**src/rtl/seg7_pkg.sv**
```systemverilog
// Shared constants and types for the multiplexed 7-segment driver.
// Segment vectors are {g,f,e,d,c,b,a}, with segment a (the top bar) in bit 0.
package seg7_pkg;

    localparam int SEG_A = 0;
    localparam int SEG_G = 6;

    typedef logic [SEG_G:SEG_A] seg_t;

    localparam seg_t GLYPH_0   = 7'h3F;
    localparam seg_t GLYPH_1   = 7'h06;
    localparam seg_t GLYPH_2   = 7'h5B;
    localparam seg_t GLYPH_3   = 7'h4F;
    localparam seg_t GLYPH_4   = 7'h66;
    localparam seg_t GLYPH_5   = 7'h6D;
    localparam seg_t GLYPH_6   = 7'h7D;
    localparam seg_t GLYPH_7   = 7'h07;
    localparam seg_t GLYPH_8   = 7'h7F;
    localparam seg_t GLYPH_9   = 7'h6F;
    localparam seg_t GLYPH_A   = 7'h77;
    localparam seg_t GLYPH_B   = 7'h7C;
    localparam seg_t GLYPH_C   = 7'h39;
    localparam seg_t GLYPH_D   = 7'h5E;
    localparam seg_t GLYPH_E   = 7'h79;
    localparam seg_t GLYPH_F   = 7'h71;
    localparam seg_t SEG_BLANK = 7'h00;

    // Display mode bits that travel with the value through pending/committed.
    typedef struct packed {
        logic hex_mode;
        logic blank_lz;
    } disp_mode_t;

endpackage

```
**src/rtl/seg7_scan_driver_if.sv**
```systemverilog
// Host-side update bus of the scan driver: value/mode capture strobe and live brightness.
// The core drives it through master; the display driver samples it through slave.
interface seg7_scan_driver_if #(
    parameter int DIGITS = 4
);

    logic                  load;
    logic [4*DIGITS-1:0]   value;
    logic [DIGITS-1:0]     dp_in;
    logic                  hex_mode;
    logic                  blank_lz;
    logic [3:0]            brightness;

    modport master (
        output load,
        output value,
        output dp_in,
        output hex_mode,
        output blank_lz,
        output brightness
    );

    modport slave (
        input  load,
        input  value,
        input  dp_in,
        input  hex_mode,
        input  blank_lz,
        input  brightness
    );

endinterface

```
**src/rtl/seg7_glyph.sv**
```systemverilog
// Nibble to active-high segment pattern; decimal mode blanks nibbles above 9.
module seg7_glyph
    import seg7_pkg::*;
(
    input  logic [3:0] nibble,
    input  logic       hex_mode,
    output seg_t       pattern
);

    // NOTE: default assigned first so no path through this block can infer a latch.
    always_comb begin
        pattern = SEG_BLANK;
        unique case (nibble)
            4'h0: pattern = GLYPH_0;
            4'h1: pattern = GLYPH_1;
            4'h2: pattern = GLYPH_2;
            4'h3: pattern = GLYPH_3;
            4'h4: pattern = GLYPH_4;
            4'h5: pattern = GLYPH_5;
            4'h6: pattern = GLYPH_6;
            4'h7: pattern = GLYPH_7;
            4'h8: pattern = GLYPH_8;
            4'h9: pattern = GLYPH_9;
            4'hA: pattern = GLYPH_A;
            4'hB: pattern = GLYPH_B;
            4'hC: pattern = GLYPH_C;
            4'hD: pattern = GLYPH_D;
            4'hE: pattern = GLYPH_E;
            4'hF: pattern = GLYPH_F;
            default: pattern = SEG_BLANK;
        endcase
        if (!hex_mode && nibble > 4'd9) begin
            pattern = SEG_BLANK;
        end
    end

endmodule

```
**src/rtl/seg7_scan_driver.sv**
```systemverilog
// Time-sliced N-digit 7-segment driver with tear-free frame commit, leading-zero
// blanking, per-digit decimal point, PWM brightness and registered pin outputs.
module seg7_scan_driver
    import seg7_pkg::*;
#(
    parameter int DIGITS       = 4,
    parameter int SCAN_DIV     = 1024,
    parameter bit COMMON_ANODE = 1'b0
) (
    input  logic                 clk,
    input  logic                 rst_n,
    seg7_scan_driver_if.slave    host,
    output seg_t                 segments,
    output logic                 dp,
    output logic [DIGITS-1:0]    digit_en,
    output logic                 frame_pulse
);

    localparam int SLOT_W  = $clog2(SCAN_DIV);
    localparam int DIGIT_W = (DIGITS > 1) ? $clog2(DIGITS) : 1;

    localparam logic [SLOT_W-1:0]  SLOT_LAST  = SLOT_W'(SCAN_DIV - 1);
    localparam logic [DIGIT_W-1:0] DIGIT_LAST = DIGIT_W'(DIGITS - 1);

    // XOR masks that turn the internal active-high levels into pin polarity.
    localparam seg_t              SEG_INV = {7{COMMON_ANODE}};
    localparam logic [DIGITS-1:0] EN_INV  = {DIGITS{COMMON_ANODE}};

    logic [SLOT_W-1:0]   slot_cnt;
    logic [DIGIT_W-1:0]  digit_idx;
    logic                slot_wrap;
    logic                frame_end;

    logic [4*DIGITS-1:0] pend_value;
    logic [DIGITS-1:0]   pend_dp;
    disp_mode_t          pend_mode;
    logic [4*DIGITS-1:0] disp_value;
    logic [DIGITS-1:0]   disp_dp;
    disp_mode_t          disp_mode;
    disp_mode_t          in_mode;

    logic [3:0]          act_nibble;
    logic                act_dp;
    logic                upper_zero;
    logic                lz_blank;
    seg_t                act_glyph;

    logic                guard;
    logic                pwm_on;
    logic                lit;
    seg_t                seg_nxt;
    logic                dp_nxt;
    logic [DIGITS-1:0]   en_nxt;

    assign slot_wrap = (slot_cnt == SLOT_LAST);
    assign frame_end = slot_wrap && (digit_idx == DIGIT_LAST);
    assign in_mode   = '{hex_mode: host.hex_mode, blank_lz: host.blank_lz};

    // NOTE: state registers use non-blocking assignment so every flop samples pre-edge values.
    always_ff @(posedge clk or negedge rst_n) begin
        if (!rst_n) begin
            slot_cnt  <= '0;
            digit_idx <= '0;
        end else begin
            slot_cnt <= slot_cnt + SLOT_W'(1);
            if (slot_wrap) begin
                digit_idx <= (digit_idx == DIGIT_LAST) ? '0 : digit_idx + DIGIT_W'(1);
            end
        end
    end

    // A load on the commit cycle itself goes straight to the committed copy.
    // NOTE: the display state registers are reset too, so a fresh frame shows 0, not stale data.
    always_ff @(posedge clk or negedge rst_n) begin
        if (!rst_n) begin
            pend_value <= '0;
            pend_dp    <= '0;
            pend_mode  <= '0;
            disp_value <= '0;
            disp_dp    <= '0;
            disp_mode  <= '0;
        end else begin
            if (host.load) begin
                pend_value <= host.value;
                pend_dp    <= host.dp_in;
                pend_mode  <= in_mode;
            end
            if (frame_end) begin
                disp_value <= host.load ? host.value : pend_value;
                disp_dp    <= host.load ? host.dp_in : pend_dp;
                disp_mode  <= host.load ? in_mode : pend_mode;
            end
        end
    end

    // Walk from the most significant digit down so upper_zero covers digits i..DIGITS-1.
    always_comb begin
        act_nibble = 4'd0;
        act_dp     = 1'b0;
        lz_blank   = 1'b0;
        upper_zero = 1'b1;
        for (int i = DIGITS - 1; i >= 0; i--) begin
            upper_zero = upper_zero && (disp_value[4*i +: 4] == 4'd0);
            if (digit_idx == DIGIT_W'(i)) begin
                act_nibble = disp_value[4*i +: 4];
                act_dp     = disp_dp[i];
                lz_blank   = disp_mode.blank_lz && upper_zero && (i != 0);
            end
        end
    end

    seg7_glyph u_glyph (
        .nibble   (act_nibble),
        .hex_mode (disp_mode.hex_mode),
        .pattern  (act_glyph)
    );

    // Slot 0 of every digit is dark so the previous digit's segments never ghost onto the next.
    assign guard  = (slot_cnt == '0);
    assign pwm_on = (slot_cnt[SLOT_W-1 -: 4] <= host.brightness);
    assign lit    = pwm_on && !guard;

    always_comb begin
        seg_nxt = SEG_BLANK;
        dp_nxt  = 1'b0;
        en_nxt  = '0;
        if (lit) begin
            seg_nxt = lz_blank ? SEG_BLANK : act_glyph;
            dp_nxt  = act_dp;
            en_nxt  = DIGITS'(1) << digit_idx;
        end
    end

    always_ff @(posedge clk or negedge rst_n) begin
        if (!rst_n) begin
            segments    <= SEG_INV;
            dp          <= COMMON_ANODE;
            digit_en    <= EN_INV;
            frame_pulse <= 1'b0;
        end else begin
            segments    <= seg_nxt ^ SEG_INV;
            dp          <= dp_nxt ^ COMMON_ANODE;
            digit_en    <= en_nxt ^ EN_INV;
            frame_pulse <= guard && (digit_idx == '0);
        end
    end

endmodule
```
**src/flat_wrapper.sv**
```systemverilog
// flat-port wrapper written by rule: the top's interface ports become plain ports
module seg7_scan_driver_flat import seg7_pkg::*;
#(
    parameter int DIGITS       = 4,
    parameter int SCAN_DIV     = 1024,
    parameter bit COMMON_ANODE = 1'b0
)
  (clk, rst_n, segments, dp, digit_en, frame_pulse, host_load, host_value, host_dp_in, host_hex_mode, host_blank_lz, host_brightness);
  seg7_scan_driver_if #(.DIGITS(DIGITS)) host_i ();
  input  logic clk;
  input  logic rst_n;
  output seg_t segments;
  output logic dp;
  output logic [DIGITS-1:0] digit_en;
  output logic frame_pulse;
  input wire logic [$bits(host_i.load)-1:0] host_load;
  input wire logic [$bits(host_i.value)-1:0] host_value;
  input wire logic [$bits(host_i.dp_in)-1:0] host_dp_in;
  input wire logic [$bits(host_i.hex_mode)-1:0] host_hex_mode;
  input wire logic [$bits(host_i.blank_lz)-1:0] host_blank_lz;
  input wire logic [$bits(host_i.brightness)-1:0] host_brightness;
  assign host_i.load = host_load;
  assign host_i.value = host_value;
  assign host_i.dp_in = host_dp_in;
  assign host_i.hex_mode = host_hex_mode;
  assign host_i.blank_lz = host_blank_lz;
  assign host_i.brightness = host_brightness;
  seg7_scan_driver #(.DIGITS(DIGITS), .SCAN_DIV(SCAN_DIV), .COMMON_ANODE(COMMON_ANODE)) u_core (.clk(clk), .rst_n(rst_n), .host(host_i), .segments(segments), .dp(dp), .digit_en(digit_en), .frame_pulse(frame_pulse));
endmodule
```
**config.mk**
```make
export PLATFORM = sky130hd
export DESIGN_NAME = seg7_scan_driver_flat
export DESIGN_NICKNAME = d
export VERILOG_FILES = /design/src/rtl/seg7_pkg.sv /design/src/rtl/seg7_scan_driver_if.sv /design/src/rtl/seg7_glyph.sv /design/src/rtl/seg7_scan_driver.sv /design/src/flat_wrapper.sv
export SDC_FILE = /design/constraint.sdc
export NUM_CORES = 1
export LEC_CHECK = 0
export ABC_AREA = 1
export BUFFER_PORTS_ARGS = -buffer_cell sky130_fd_sc_hd__buf_2
export CAP_MARGIN = 20
export CORE_AREA = 2 2 82 115
export CTS_CLUSTER_DIAMETER = 80
export DETAILED_ROUTE_END_ITERATION = 8
export DIE_AREA = 0 0 84 117
export PLACE_DENSITY = 0.66
export SLEW_MARGIN = 20
export SYNTH_ARGS = -nofsm -noshare
export SYNTH_HDL_FRONTEND = slang
export SYNTH_SLANG_ARGS = --single-unit
export TNS_END_PERCENT = 10
```
**constraint.sdc**
```tcl
create_clock -name clk -period 2.73 [get_ports clk]
set_input_delay 0.273 -clock clk [delete_from_list [all_inputs] [get_ports clk]]
set_output_delay 0.273 -clock clk [all_outputs]
set_load 0.03 [all_outputs]
```
==> parameters.txt <==
Parameter                              Value

Global routing
  Initial antenna violation count ... 0
  Vias in the first global route ... 2650
  Total routing usage reported by global routing ... 15.2%
  Global-route wire length before repair ... 11900 um
  Pin count of the biggest net entering global routing ... 45
  GR Overflow Total ... 0

Critical path
  FF-to-FF End ... u_core.segments[3]
  Family with the most delay on the worst path ... simple AND/OR/NAND/NOR gates
  Depth of the worst register-to-register path ... 11
  Setup Crit Path Kind ... reg2reg
  Number of cells on the critical path ... 11
  Endpoint kind of the worst setup timing path ... flip-flop
  Crit-path most repeated cell ... inv_1
  Worst reg-to-reg setup slack ... 440 ps
  FF-to-FF Start ... u_core.digit_idx[0]
  Critical path data required time ... 2990 ps
  Sum of buffers and inverters on the critical path ... 3
  Worst path cell trace ... inv_1, ha_1, inv_1, or2_2, nand2_1, inv_1, ha_1, nand3b_1, nand3_1, nand2_1, nor2_1
  Critical path's slowest cell ... dfrtp_1
  Critical path arrival ... 2560 ps
  Startpoint class of the critical path ... flip-flop
  CP Max Fanout ... 8
  Slowest stage delay, CP ... 390 ps

Die
  Site Rows ... 41
  Die footprint ... 9830 um^2
  Core region area ... 8870 um^2
  Die boundary height ... 117 um
  I/O pins ... 42
  Die width ... 84 um
  Initial standard-cell utilization of the core ... 38.9%

Logic synthesis
  Share of the synthesized area in compound gates (AO/OA/AOI/OAI) ... 8.44%
  Synthesis Warnings ... 0
  Seq cells post-synth ... 69
  Main combinational cell family by area after synthesis ... simple AND/OR/NAND/NOR gates
  Share of the synthesized area in the top cell type ... 50.0%
  Average size of a mapped cell ... 8.47 um^2
  Cell type contributing the most total cell area after synthesis ... dfrtp_1
  Post-synthesis instance total ... 408
  Post-synthesis mux area share ... 0%
  Share of synthesized cell area in full adder, half adder and majority cells ... 5.79%
  Sequential-to-total area share from yosys stat ... 50.0%
  Post-Syn Nets ... 453
  Share of the synthesized netlist area taken by xor and xnor gates ... 2.03%
  Simple-gate share of the synthesized area ... 25.4%
  Largest cells by area after synthesis ... dfrtp_1, nand2_1, inv_1
  Distinct cell type count of the synthesized netlist ... 27
  Mapped cell area ... 3460 um^2

Outcome
  Run status ... finished with violations
  Violated checks ... hold timing

STA
  Worst slew slack as a fraction of its limit ... 52.0%
  Pins Over Slew Limit ... 0
  Count of final setup violators ... 0
  Post-route minimum period ... 2290 ps
  Worst-margin pin slew ... 721 ps
  Total negative slack for setup checks ... 0 ps
  RSZ-0062 raised after global routing ... false
  Max Clock Skew ... 6.31 ps
  Final Hold Slack ... -7.73 ps
  Final period util ... 84.0%
  Final hold violations ... 8
  FMAX ... 0.436 GHz

Drt
  Total Wirelength ... 6440 um
  Count of vias placed by the detailed router ... 2578
  Antenna viol nets, final ... 0
  Detailed-route DRC error count ... 0
  Number of vias per cell ... 4.58
  Metal2 WL ... 3300 um
  Final routed wire length divided by cell count ... 11.4 um
  Met3 routed wirelength ... 231 um
  Top layer used by detailed routing ... met4
  Detailed Routing Iterations Pass 1 ... 4
  Length of routed wiring on met1 ... 2730 um
  DRT iter0 DRCs ... 96

Final layout
  Number of nets in the layout ... 496
  Ratio of cells with drive above 1 in the final layout ... 20.0%
  Fillers ... 907
  Antenna Cells ... 0
  Non-filler instance count after layout ... 563
  Growth of design area from synthesis to finish ... 17.2%

Place
  Post-placement cell count ... 547
  Number of input and output port buffers inserted ... 41
  Placed wire-length estimate ... 4960 um
  Final weighted congestion in routability-driven placement ... 0.908

Pwr
  Maximum ir drop on the vdd rail ... 0.000317 V
  Power density of the placed cells ... 580 nW/um^2
  Lkg Pwr ... 2.21 nW

Worst hold path
  Tightest Hold Check Type ... in2async

CTS
  H-tree Lvls ... 3
  Post-CTS Setup Bufs ... 0
  Number of buffers created by CTS ... 9
  Clk pin slew, worst setup/hold paths ... 50 ps
  TritonCTS Sinks ... 69
  Worst-Skew Late Latency ... 330 ps
  CTS root buffer ... clkbuf_16
  Resized Gates After CTS ... 0
  TritonCTS clock tree ... yes
  Number of buffers on the longest clock path ... 2
  Hold-fix buffers, CTS ... 0

Flow run
  Maximum capacitance violations ... 0
[how the worst max path moves through the flow]
| stage | startpoint | slack (ps) | end |
|---|---|---|---|
| 6_report | u_core.digit_idx[0] | 440 | u_core.segments[3] |
| 2_1_floorplan | u_core.digit_idx[0] | 720 | u_core.segments[3] |
| 3_3_place_gp | u_core.digit_idx[0] | 510 | u_core.segments[3] |
| 5_1_grt | u_core.digit_idx[0] | 230 | u_core.segments[3] |
| 4_1_cts | u_core.digit_idx[0] | 440 | u_core.segments[3] |
| 3_5_place_dp | u_core.digit_idx[0] | 450 | u_core.segments[3] |
[metal layers]
layer,track usage [%],vias up
li1,-,1338
met1,17.1,1186
met2,27.0,44
met3,3.44,10
met4,8.49,0
met5,0,-
[stage by stage]
step / setup slack [ps] / util (%) / total power [W] / area (um^2)
after floorplan: 724 / - / 0.00114 / 3460
after global placement: 513 / 42.2 / 0.00120 / 3750
after detailed placement: 455 / 42.2 / 0.00121 / 3750
after CTS: 441 / 45.7 / 0.00238 / 4050
after global routing: 231 / 45.7 / 0.00246 / 4050
final: 436 / 45.7 / 0.00235 / 4050
[synthesized netlist by cell type, drive strengths merged]
master,instances
nor2,25
nand3,19
nand4,3
o21ai,24
dfrtp,69
nor3,1
xnor2,1
inv,55
buf,8
o21bai,1
o31ai,1
clkbuf,4
or2,3
ha,16
a21oi,14
nor3b,2
nand2,154
xor2,7
nand3b,1
[layout make-up]
cell class              count  area [um^2]  share of cell area (%)
flip-flops and latches     69         1730                    42.6
multi-input cells         272         1440                    35.5
clock buffers              13          260                    6.42
repair buffers             44          240                    5.93
inverters                  55          206                    5.10
well taps                 107          134                    3.30
clock inverters             3         43.8                    1.08
[state kept, by name, summed over array words and instances, names as in the netlist]
register	count
u_core.disp_value	16
u_core.pend_value	16
u_core.slot_cnt	10
u_core.segments	7
u_core.digit_en	4
u_core.disp_dp	4
u_core.pend_dp	4
u_core.digit_idx	2
u_core.disp_mode	2
u_core.pend_mode	2
u_core.dp	1
u_core.frame_pulse	1
[kinds of logic (layout without fill, tap and decap cells)]
kind of cell | count (synthesis) | in the layout
xor+xnor | 8 | 8
fa+ha+maj | 16 | 16
buf+inv | 67 | 115
compound gates | 40 | 40
simple gates | 208 | 208
flops | 69 | 69
[power by group]
group          internal (W)  leakage [nW]  switching, W  total, W
logic             0.0000397          1.30     0.0000810  0.000121
registers           0.00105         0.766    0.00000822   0.00106
clock network      0.000756         0.150      0.000409   0.00117
[placed cells by master, fill, tap and decap left out, types with 2 or more instances in the layout]
cell type,synthesis,final
buf_4,1,2
ha_1,16,16
inv_1,55,55
dfrtp_1,69,69
clkbuf_16,0,9
nand3_1,19,19
nand2_2,4,4
nor3b_1,2,2
a21oi_1,14,14
or2_2,2,2
clkbuf_1,4,2
buf_2,3,41
nand2_1,149,149
clkbuf_8,0,2
nand4_1,2,2
o21ai_2,23,23
nor2_1,24,24
xor2_1,7,7
(Power assumes the default switching activity.)
